<file path="src/rtl/rca_accumulator_pkg.sv">
// Shared types and constants for the ripple-carry-adder result accumulator.
// Holds the batch FSM state encoding and the width of one adder result.
package rca_accumulator_pkg;

    // One accepted result is {carry, sum[2:0]}, i.e. 0..15.
    localparam int RES_W = 4;
    localparam int CNT_W = 4;

    typedef enum logic [1:0] {
        IDLE  = 2'd0,
        ACCUM = 2'd1,
        DONE  = 2'd2
    } acc_state_t;

endpackage

</file>
<file path="src/rtl/rca_acc_ctrl.sv">
// Batch controller for rca_accumulator: decides when a result is loaded,
// when the held batch is cleared, and drives the two handshake flags.
module rca_acc_ctrl
    import rca_accumulator_pkg::*;
(
    input  logic       clk,
    input  logic       rst,
    input  logic       in_valid,
    input  logic       flush,
    input  logic       last,
    input  logic       out_ready,
    output logic       load,
    output logic       clear,
    output logic       in_ready,
    output logic       out_valid,
    output acc_state_t state
);

    acc_state_t state_next;

    always_ff @(posedge clk or posedge rst) begin
        if (rst) begin
            state <= IDLE;
        end else begin
            state <= state_next;
        end
    end

    // Handshakes: a transfer happens on a rising edge where valid and ready
    // are both 1; ready depends only on registered state, never on valid.
    always_comb begin
        state_next = state;
        load       = 1'b0;
        clear      = 1'b0;
        in_ready   = (state != DONE);
        out_valid  = (state == DONE);
        case (state)
            IDLE, ACCUM: begin
                if (in_valid) begin
                    load = 1'b1;
                    // A flush coincident with a transfer keeps that value.
                    state_next = (last || flush) ? DONE : ACCUM;
                end else if (flush && (state == ACCUM)) begin
                    state_next = DONE;
                end
            end
            DONE: begin
                if (out_ready) begin
                    clear      = 1'b1;
                    state_next = IDLE;
                end
            end
            default: state_next = IDLE;
        endcase
    end

endmodule

</file>
<file path="src/rtl/rca_accumulator.sv">
// Accumulates 3-bit ripple-carry-adder results (with carry) into batches of
// BATCH_LEN, tracking a wrap flag, and presents each batch total downstream.
module rca_accumulator
    import rca_accumulator_pkg::*;
#(
    parameter int BATCH_LEN = 4,
    parameter int ACC_W     = 8
) (
    input  logic             clk,
    input  logic             rst,
    input  logic [2:0]       in_sum,
    input  logic             in_carry,
    input  logic             in_valid,
    output logic             in_ready,
    input  logic             flush,
    output logic [ACC_W-1:0] acc_total,
    output logic [3:0]       acc_count,
    output logic             acc_overflow,
    output logic             out_valid,
    input  logic             out_ready
);

    localparam int SUM_W = ACC_W + 1;
    localparam logic [CNT_W-1:0] LAST_CNT = CNT_W'(BATCH_LEN - 1);

    logic             load;
    logic             clear;
    logic             last;
    logic [SUM_W-1:0] sum_next;
    acc_state_t       ctrl_state;

    // The extra top bit of the sum is the wrap indication for this add.
    assign sum_next = {1'b0, acc_total} + SUM_W'({in_carry, in_sum});
    assign last     = (acc_count == LAST_CNT);

    rca_acc_ctrl u_ctrl (
        .clk       (clk),
        .rst       (rst),
        .in_valid  (in_valid),
        .flush     (flush),
        .last      (last),
        .out_ready (out_ready),
        .load      (load),
        .clear     (clear),
        .in_ready  (in_ready),
        .out_valid (out_valid),
        .state     (ctrl_state)
    );

    always_ff @(posedge clk or posedge rst) begin
        if (rst) begin
            acc_total    <= '0;
            acc_count    <= '0;
            acc_overflow <= 1'b0;
        end else if (clear) begin
            acc_total    <= '0;
            acc_count    <= '0;
            acc_overflow <= 1'b0;
        end else if (load) begin
            acc_total    <= sum_next[ACC_W-1:0];
            acc_count    <= acc_count + 4'd1;
            acc_overflow <= acc_overflow | sum_next[ACC_W];
        end
    end

    // A held batch always contains at least one result.
    assert property (@(posedge clk) disable iff (rst)
        (ctrl_state == DONE) |-> (acc_count != '0));

endmodule
</file>
<file path="config.mk">
export PLATFORM = sky130hd
export DESIGN_NAME = rca_accumulator
export DESIGN_NICKNAME = d
export VERILOG_FILES = /design/src/rtl/rca_accumulator_pkg.sv /design/src/rtl/rca_acc_ctrl.sv /design/src/rtl/rca_accumulator.sv
export SDC_FILE = /design/constraint.sdc
export NUM_CORES = 1
export LEC_CHECK = 0
export CAP_MARGIN = 20
export CORE_AREA = 2 2 70 56
export DETAILED_ROUTE_END_ITERATION = 6
export DIE_AREA = 0 0 72 58
export RECOVER_POWER = 50
export SLEW_MARGIN = 30
export SYNTH_ARGS = -nofsm -noshare
export SYNTH_HDL_FRONTEND = slang
export SYNTH_SLANG_ARGS = --single-unit
export TNS_END_PERCENT = 1
</file>
<file path="constraint.sdc">
create_clock -name clk -period 3.7 [get_ports clk]
set_input_delay 0.555 -clock clk [delete_from_list [all_inputs] [get_ports clk]]
set_output_delay 0.555 -clock clk [all_outputs]
set_load 0.005 [all_outputs]
</file>
==> metrics.txt, run 1 <==
# TYPE chip_impl_metric gauge
chip_impl_metric{name="depth_of_the_worst_register_to_register_path",unit=""} 6
chip_impl_info{name="worst_path_max_delay_cell",value="sky130_fd_sc_hd__dlygate4sd3_1"} 1
chip_impl_metric{name="drive_above_1_share",unit="%"} 9.26
chip_impl_metric{name="fp.coreArea",unit="sq um"} 3490
chip_impl_info{name="worstReg2RegStart",value="acc_total[0]"} 1
chip_impl_info{name="dominantRegCellSynth",value="sky130_fd_sc_hd__dfrtp_1"} 1
chip_impl_metric{name="maxClockFrequency",unit="MHz"} 442
chip_impl_info{name="rsz0062_at_grt",value="false"} 1
chip_impl_metric{name="synth_top_area_share",unit="%"} 44.8
chip_impl_metric{name="synthArstFlopShare",unit="%"} 100
chip_impl_metric{name="synth_sequential_area_ratio",unit="%"} 44.8
chip_impl_metric{name="cp_data_arrival_time",unit="ns"} 2.39
chip_impl_metric{name="detail_route.vias_per_cell",unit=""} 4.31
chip_impl_info{name="post_synthesis_cell_type_with_the_largest_combined_area",value="sky130_fd_sc_hd__dfrtp_1"} 1
chip_impl_info{name="regToRegEndpoint",value="acc_overflow"} 1
chip_impl_metric{name="ctsLongestPathBuffers",unit=""} 2
chip_impl_metric{name="peakVddDrop",unit="mV"} 0.294
chip_impl_metric{name="worst_hold_slack",unit="ns"} 0.518
chip_impl_metric{name="floorplan.die.width",unit="microns"} 72
chip_impl_metric{name="detailedPlacementHpwl",unit="mm"} 1.34
chip_impl_metric{name="maxSlewViolCount",unit=""} 0
chip_impl_metric{name="total_cts_buffers",unit=""} 3
chip_impl_info{name="critical_path.cell_chain",value="dlygate4sd3_1 -> ha_1 -> fa_1 -> a211oi_2 -> nor3_2 -> a31oi_1 -> nor2_1"} 1
chip_impl_metric{name="reg2reg_setup_slack",unit="ns"} 1.91
chip_impl_metric{name="sum_of_negative_setup_slack",unit="ns"} 0
chip_impl_info{name="holdCritStartpoint",value="acc_overflow"} 1
chip_impl_info{name="startpoint_type",value="primary input"} 1
chip_impl_info{name="final_common_cell",value="sky130_fd_sc_hd__clkdlybuf4s50_1"} 1
chip_impl_metric{name="areaGrowthSynthToFinish",unit="%"} 37.2
chip_impl_info{name="worstSetupPathType",value="primary input to register"} 1
chip_impl_metric{name="clkSlewWorstSetupHoldPaths",unit="ns"} 0.06
chip_impl_metric{name="path_max_fanout",unit=""} 2
chip_impl_metric{name="critical_path.n_buffers_inverters",unit=""} 1
chip_impl_metric{name="synthesized_area_fraction_occupied_by_and_or_nand_nor_cells",unit="%"} 23.4
chip_impl_metric{name="post_cts_repair_timing_setup_buffer_count",unit=""} 0
chip_impl_info{name="critical_path.endpoint_type",value="register"} 1
chip_impl_metric{name="pin_count",unit=""} 24
chip_impl_metric{name="cellPowerDensity",unit="nW/um^2"} 673
chip_impl_metric{name="grt_overflow_total",unit=""} 0
chip_impl_metric{name="detailroute.via_count",unit=""} 647
chip_impl_metric{name="hold_viol_final",unit=""} 0
chip_impl_metric{name="cts_resized",unit=""} 0
chip_impl_metric{name="syn_area",unit="sq um"} 838
chip_impl_metric{name="drc",unit=""} 0
chip_impl_metric{name="maxSlewHeadroom",unit="%"} 60.7
chip_impl_metric{name="clock_sinks",unit=""} 15
chip_impl_metric{name="track_usage",unit="%"} 9.64
chip_impl_metric{name="io_buffer_count",unit=""} 23
chip_impl_metric{name="diodes",unit=""} 0
chip_impl_info{name="hold-path-endpoint",value="acc_overflow"} 1
chip_impl_metric{name="drt-initial-drc-count",unit=""} 15
chip_impl_metric{name="cts.hold.buffers_added",unit=""} 0
chip_impl_metric{name="place_congestion",unit=""} 0.686
chip_impl_info{name="worst_setup_path_startpoint",value="in_sum[0]"} 1
chip_impl_metric{name="synth.ff_latch_count",unit=""} 15
chip_impl_metric{name="synth_compound_gate_area_share",unit="%"} 10.4
chip_impl_metric{name="synth_adder_area_share",unit="%"} 9.85
chip_impl_info{name="layout.cells.most_common_list",value="20 x sky130_fd_sc_hd__clkdlybuf4s50_1, 15 x sky130_fd_sc_hd__dfrtp_1, 14 x sky130_fd_sc_hd__nand2_1"} 1
chip_impl_metric{name="critPathRequiredTime",unit="ns"} 3.83
chip_impl_metric{name="cap_viol_max_count",unit=""} 0
chip_impl_info{name="clock-root-buffer",value="sky130_fd_sc_hd__clkbuf_8"} 1
chip_impl_metric{name="start_util",unit="%"} 24.0
chip_impl_metric{name="min_period_over_period",unit="%"} 61.1
chip_impl_info{name="clock_tree_from_tritoncts",value="done"} 1
chip_impl_metric{name="first_global_vias",unit=""} 621
chip_impl_metric{name="syn_nets",unit=""} 98
chip_impl_metric{name="fp.dieArea",unit="sq um"} 4180
chip_impl_info{name="synth_top_family_by_area",value="simple AND/OR/NAND/NOR gates"} 1
chip_impl_metric{name="layout_min_cycle_time",unit="ns"} 2.26
chip_impl_metric{name="hold-path-cell-count",unit=""} 2
chip_impl_metric{name="grt_antenna_before_repair",unit=""} 0
chip_impl_metric{name="report.final.setup_viol",unit=""} 0
chip_impl_metric{name="cp_num_cells",unit=""} 7
chip_impl_metric{name="synthCells",unit=""} 83
chip_impl_info{name="biggest_area_contributors_in_the_synthesized_netlist",value="sky130_fd_sc_hd__dfrtp_1 45%, sky130_fd_sc_hd__ha_1 7.5%, sky130_fd_sc_hd__nand2_1 6.3%, sky130_fd_sc_hd__o21ai_1 3.6%, sky130_fd_sc_hd__nor2_1 3.1%"} 1
chip_impl_metric{name="cts-htree-levels",unit=""} 1
chip_impl_metric{name="detail_route.wirelength",unit="mm"} 1.76
chip_impl_metric{name="synth_edf_count",unit=""} 0
chip_impl_metric{name="tightest_slew",unit="ns"} 0.590
chip_impl_metric{name="synth.lib_cells_used.distinct",unit=""} 33
chip_impl_metric{name="avgRoutedWirePerCell",unit="microns"} 11.7
chip_impl_metric{name="die_h",unit="microns"} 58
chip_impl_metric{name="cp_slowest_stage_delay",unit="ns"} 0.54
chip_impl_metric{name="xor_and_xnor_fraction_of_the_mapped_netlist_area",unit="%"} 6.27
chip_impl_metric{name="ys_warn_count",unit=""} 0
chip_impl_info{name="crit_family",value="adder cells"} 1
chip_impl_metric{name="worstSkewPairLatency",unit="ns"} 0.25
chip_impl_metric{name="finish.net_count",unit=""} 124
chip_impl_metric{name="post_synth_mux_area_share",unit="%"} 2.39
chip_impl_metric{name="grt_start_max_net_pins",unit=""} 16
chip_impl_metric{name="filler_cell_count",unit=""} 354
chip_impl_metric{name="clock_skew",unit="ns"} 0.00185
chip_impl_info{name="outcome",value="completed"} 1
chip_impl_metric{name="core.rowCount",unit=""} 19
chip_impl_info{name="timing.hold.worst.class",value="register to register"} 1
chip_impl_metric{name="global_route_wire_length_before_repair",unit="mm"} 3.03
chip_impl_metric{name="leakagePower",unit="nW"} 0.510
chip_impl_metric{name="drt-pass1-iter-count",unit=""} 3
chip_impl_metric{name="drt.antenna.violating_nets",unit=""} 0
chip_impl_metric{name="synth_area_per_cell",unit="sq um"} 10.1
-- sequential cells by signal, indices dropped and copies added (netlist names) --
register,count
acc_count,4
acc_total,8
acc_overflow,1
u_ctrl.state,2
-- through the flow --
stage,total power [W],cell area [sq um],instances,setup WS (ns),util (%)
after floorplan,0.000485,838,83,1.83,-
after global placement,0.000642,1100,146,1.33,31.6
after detailed placement,0.000646,1100,146,1.30,31.6
after CTS,0.000787,1150,150,1.57,32.9
after global routing,0.000847,1150,150,1.31,32.9
final,0.000774,1150,150,1.44,32.9
-- cell families (layout without fill, tap and decap cells) --
logic type | after synthesis | in the layout
buf+inv | 4 | 29
flops | 15 | 15
mux | 2 | 2
simple gates | 37 | 37
compound gates | 13 | 13
fa+ha+maj | 6 | 6
xor+xnor | 6 | 6
-- cell type report --
cell class                 instances  area [sq um]  share of cell area (%)
clock buffer                       4          45.0                    3.92
inverter                           2          7.51                   0.653
multi-input combinational         64           439                    38.2
sequential                        15           375                    32.6
tap                               42          52.6                    4.57
timing repair buffer              23           230                    20.0
-- worst max-delay path by stage --
stage	slack [ns]	endpoint
finish	1.44	acc_overflow
global route	1.31	acc_overflow
CTS	1.57	acc_overflow
detailed placement	1.30	acc_overflow
global placement	1.33	acc_overflow
floorplan	1.83	acc_overflow
-- synth_stat cells, types with 2 or more instances --
master	instances
sky130_fd_sc_hd__dfrtp_1	15
sky130_fd_sc_hd__nand2_1	14
sky130_fd_sc_hd__nor2_1	7
sky130_fd_sc_hd__o21ai_1	6
sky130_fd_sc_hd__ha_1	5
sky130_fd_sc_hd__nand3_1	3
sky130_fd_sc_hd__xnor2_1	3
sky130_fd_sc_hd__xor2_1	3
sky130_fd_sc_hd__a21oi_1	2
sky130_fd_sc_hd__mux2i_1	2
-- power breakdown --
group	switching, W	internal [W]	leakage [nW]
Clock	0.0000583	0.0000763	0.0228
Sequential	0.0000618	0.000221	0.196
Combinational	0.000155	0.000201	0.291
-- layer usage --
layer,global-route usage (%),vias up,part of all wire [%]
met5,0,-,0
met4,3.23,0,0.79
met3,3.83,2,6.1
met2,14.0,15,42
met1,13.1,294,51
li1,-,336,-
-- tightest hold or removal path, cell delays in order (launching register included) --
cell	delay, ns
sky130_fd_sc_hd__dfrtp_1	0.35
sky130_fd_sc_hd__a31oi_1	0.04
sky130_fd_sc_hd__nor2_1	0.08
Note: power is estimated with default switching activity, not from simulation.
==> run 2: changes to the inputs <==
==> constraint.sdc (replaced) <==
create_clock -name clk -period 2.1 [get_ports clk]
set_input_delay 0.315 -clock clk [delete_from_list [all_inputs] [get_ports clk]]
set_output_delay 0.315 -clock clk [all_outputs]
set_load 0.005 [all_outputs]
==> run 2 against run 1 <==
Against the previous run: count of clock-buffer cells in the layout unchanged; largest power group unchanged; cell count is 0.67% higher; combinational power increased by 81%; critical path type unchanged; critical endpoint unchanged; global-route usage fell by 0.26 points; via count rose by 1.1%.
==> metrics.txt, run 2 (same netlist as run 1, synthesis figures left out) <==
# TYPE chip_impl_metric gauge
chip_impl_metric{name="die_h",unit="microns"} 58
chip_impl_metric{name="track_usage",unit="%"} 9.38
chip_impl_metric{name="maxClockFrequency",unit="MHz"} 529
chip_impl_metric{name="first_global_vias",unit=""} 626
chip_impl_metric{name="pin_count",unit=""} 24
chip_impl_info{name="startpoint_type",value="primary input"} 1
chip_impl_metric{name="cts-htree-levels",unit=""} 1
chip_impl_metric{name="drt-initial-drc-count",unit=""} 14
chip_impl_metric{name="diodes",unit=""} 0
chip_impl_metric{name="area_post_placement",unit="sq um"} 1110
chip_impl_metric{name="peakVddDrop",unit="mV"} 0.581
chip_impl_metric{name="detail_route.vias_per_cell",unit=""} 4.33
chip_impl_metric{name="grt_start_max_net_pins",unit=""} 16
chip_impl_metric{name="drc",unit=""} 0
chip_impl_metric{name="layout_min_cycle_time",unit="ns"} 1.89
chip_impl_metric{name="setup_ws",unit="ns"} 0.209
chip_impl_metric{name="drt.antenna.violating_nets",unit=""} 0
chip_impl_info{name="worst_path_max_delay_cell",value="sky130_fd_sc_hd__fa_1"} 1
chip_impl_metric{name="ctsLongestPathBuffers",unit=""} 2
chip_impl_info{name="holdCritStartpoint",value="acc_total[7]"} 1
chip_impl_metric{name="sum_of_negative_setup_slack",unit="ns"} 0
chip_impl_info{name="layout.cells.most_common_list",value="21 x sky130_fd_sc_hd__clkdlybuf4s50_1, 15 x sky130_fd_sc_hd__dfrtp_1, 14 x sky130_fd_sc_hd__nand2_1"} 1
chip_impl_metric{name="cp_data_arrival_time",unit="ns"} 2.01
chip_impl_metric{name="clock_skew",unit="ns"} 0.00390
chip_impl_metric{name="detailedPlacementHpwl",unit="mm"} 1.37
chip_impl_info{name="rsz0062_at_grt",value="false"} 1
chip_impl_metric{name="cp_slowest_stage_delay",unit="ns"} 0.41
chip_impl_info{name="clock-root-buffer",value="sky130_fd_sc_hd__clkbuf_8"} 1
chip_impl_metric{name="maxSlewHeadroom",unit="%"} 60.1
chip_impl_metric{name="hold_viol_final",unit=""} 0
chip_impl_info{name="outcome",value="completed"} 1
chip_impl_metric{name="path_max_fanout",unit=""} 2
chip_impl_metric{name="largest_register_ffs",unit=""} 8
chip_impl_metric{name="final_cell_area",unit="sq um"} 1160
chip_impl_metric{name="drt-pass1-iter-count",unit=""} 4
chip_impl_metric{name="clkSlewWorstSetupHoldPaths",unit="ns"} 0.06
chip_impl_metric{name="core.rowCount",unit=""} 19
chip_impl_metric{name="dpl_worst_slack",unit="ns"} -0.0448
chip_impl_metric{name="critPathRequiredTime",unit="ns"} 2.22
chip_impl_metric{name="drive_above_1_share",unit="%"} 9.17
chip_impl_metric{name="place_congestion",unit=""} 0.685
chip_impl_metric{name="total_cts_buffers",unit=""} 3
chip_impl_metric{name="floorplan.die.width",unit="microns"} 72
chip_impl_metric{name="avgRoutedWirePerCell",unit="microns"} 12.2
chip_impl_info{name="critical_path.cell_chain",value="clkdlybuf4s50_1 -> ha_1 -> fa_1 -> a211oi_2 -> nor3_2 -> a31oi_1 -> nor2_1"} 1
chip_impl_metric{name="detailroute.via_count",unit=""} 654
chip_impl_metric{name="fin_util",unit="%"} 33.1
chip_impl_metric{name="finish.net_count",unit=""} 125
chip_impl_metric{name="cts.hold.buffers_added",unit=""} 0
chip_impl_metric{name="tightest_slew",unit="ns"} 0.598
chip_impl_metric{name="areaGrowthSynthToFinish",unit="%"} 38.1
chip_impl_metric{name="cellPowerDensity",unit="nW/um^2"} 1190
chip_impl_metric{name="clock_sinks",unit=""} 15
chip_impl_metric{name="worstSkewPairLatency",unit="ns"} 0.25
chip_impl_info{name="worstSetupPathType",value="primary input to register"} 1
chip_impl_metric{name="fp.dieArea",unit="sq um"} 4180
chip_impl_metric{name="report.final.setup_viol",unit=""} 0
chip_impl_info{name="timing.hold.worst.class",value="register to register"} 1
chip_impl_metric{name="detail_route.wirelength",unit="mm"} 1.85
chip_impl_metric{name="post_cts_repair_timing_setup_buffer_count",unit=""} 0
chip_impl_info{name="final_common_cell",value="sky130_fd_sc_hd__clkdlybuf4s50_1"} 1
chip_impl_info{name="largest_register",value="acc_total"} 1
chip_impl_metric{name="cts_resized",unit=""} 0
chip_impl_info{name="reg_top3",value="acc_total: 8 flops, acc_count: 4 flops, u_ctrl.state: 2 flops"} 1
chip_impl_info{name="critical_path.endpoint_type",value="register"} 1
chip_impl_metric{name="min_period_over_period",unit="%"} 90.1
chip_impl_info{name="clock_tree_from_tritoncts",value="done"} 1
chip_impl_metric{name="start_util",unit="%"} 24.0
chip_impl_metric{name="fp.coreArea",unit="sq um"} 3490
chip_impl_metric{name="maxSlewViolCount",unit=""} 0
chip_impl_info{name="worstReg2RegStart",value="acc_total[0]"} 1
chip_impl_metric{name="global_route_wire_length_before_repair",unit="mm"} 2.99
chip_impl_info{name="worst_setup_path_startpoint",value="in_sum[0]"} 1
chip_impl_metric{name="leakagePower",unit="nW"} 0.516
chip_impl_metric{name="grt_antenna_before_repair",unit=""} 0
chip_impl_metric{name="io_buffer_count",unit=""} 23
chip_impl_metric{name="grt_overflow_total",unit=""} 0
chip_impl_metric{name="cap_viol_max_count",unit=""} 0
[run 2: worst max-delay path, delay by kind of cell]
family | cells | cell delay, ns
buf+inv | 1 | 0.40
compound gates | 2 | 0.50
fa+ha+maj | 2 | 0.63
simple gates | 2 | 0.15
[run 2: final timing paths]
| check | cells after the start | slack, ns | end |
|---|---|---|---|
| max in group asynchronous | 2 | 1.14 | acc_total[4] |
| worst max-delay path | 7 | 0.21 | acc_overflow |
| worst min register to register | 1 | 0.51 | acc_total[7] |
| worst max register to register | 6 | 0.30 | acc_overflow |
| worst min-delay path | 1 | 0.51 | acc_total[7] |
| min in group asynchronous | 2 | 0.57 | acc_count[0] |
[run 2: metrics by stage]
step | power [W] | hold WS, ns | std cells
floorplan | 0.000855 | 0.216 | 83
global placement | 0.00114 | 0.501 | 147
detailed placement | 0.00115 | 0.506 | 147
CTS | 0.00140 | 0.467 | 151
global route | 0.00148 | 0.557 | 151
finish | 0.00138 | 0.510 | 151
[run 2: routing by layer]
metal / wire length (microns) / share of wire [%] / up-vias / GRT usage, %
met5: 0 / 0 / - / 0
met4: 14 / 0.76 / 0 / 2.43
met3: 119 / 6.4 / 2 / 4.00
met2: 804 / 44 / 16 / 13.6
met1: 908 / 49 / 300 / 12.9
li1: - / - / 336 / -
[run 2: final cells by class]
| cell class | instances | area [sq um] |
|---|---|---|
| multi-input cells | 64 | 439 |
| fillers | 356 | 2340 |
| well taps | 42 | 52.6 |
| clock buffers | 4 | 45.0 |
| flip-flops and latches | 15 | 375 |
| repair buffers | 24 | 238 |
| inverters | 2 | 7.51 |
[run 2: power by group]
group | internal (W) | switching [W] | total [W]
sequential | 0.000390 | 0.000108 | 0.000498
combinational | 0.000363 | 0.000282 | 0.000644
clock | 0.000134 | 0.000100 | 0.000235
total | 0.000887 | 0.000490 | 0.00138
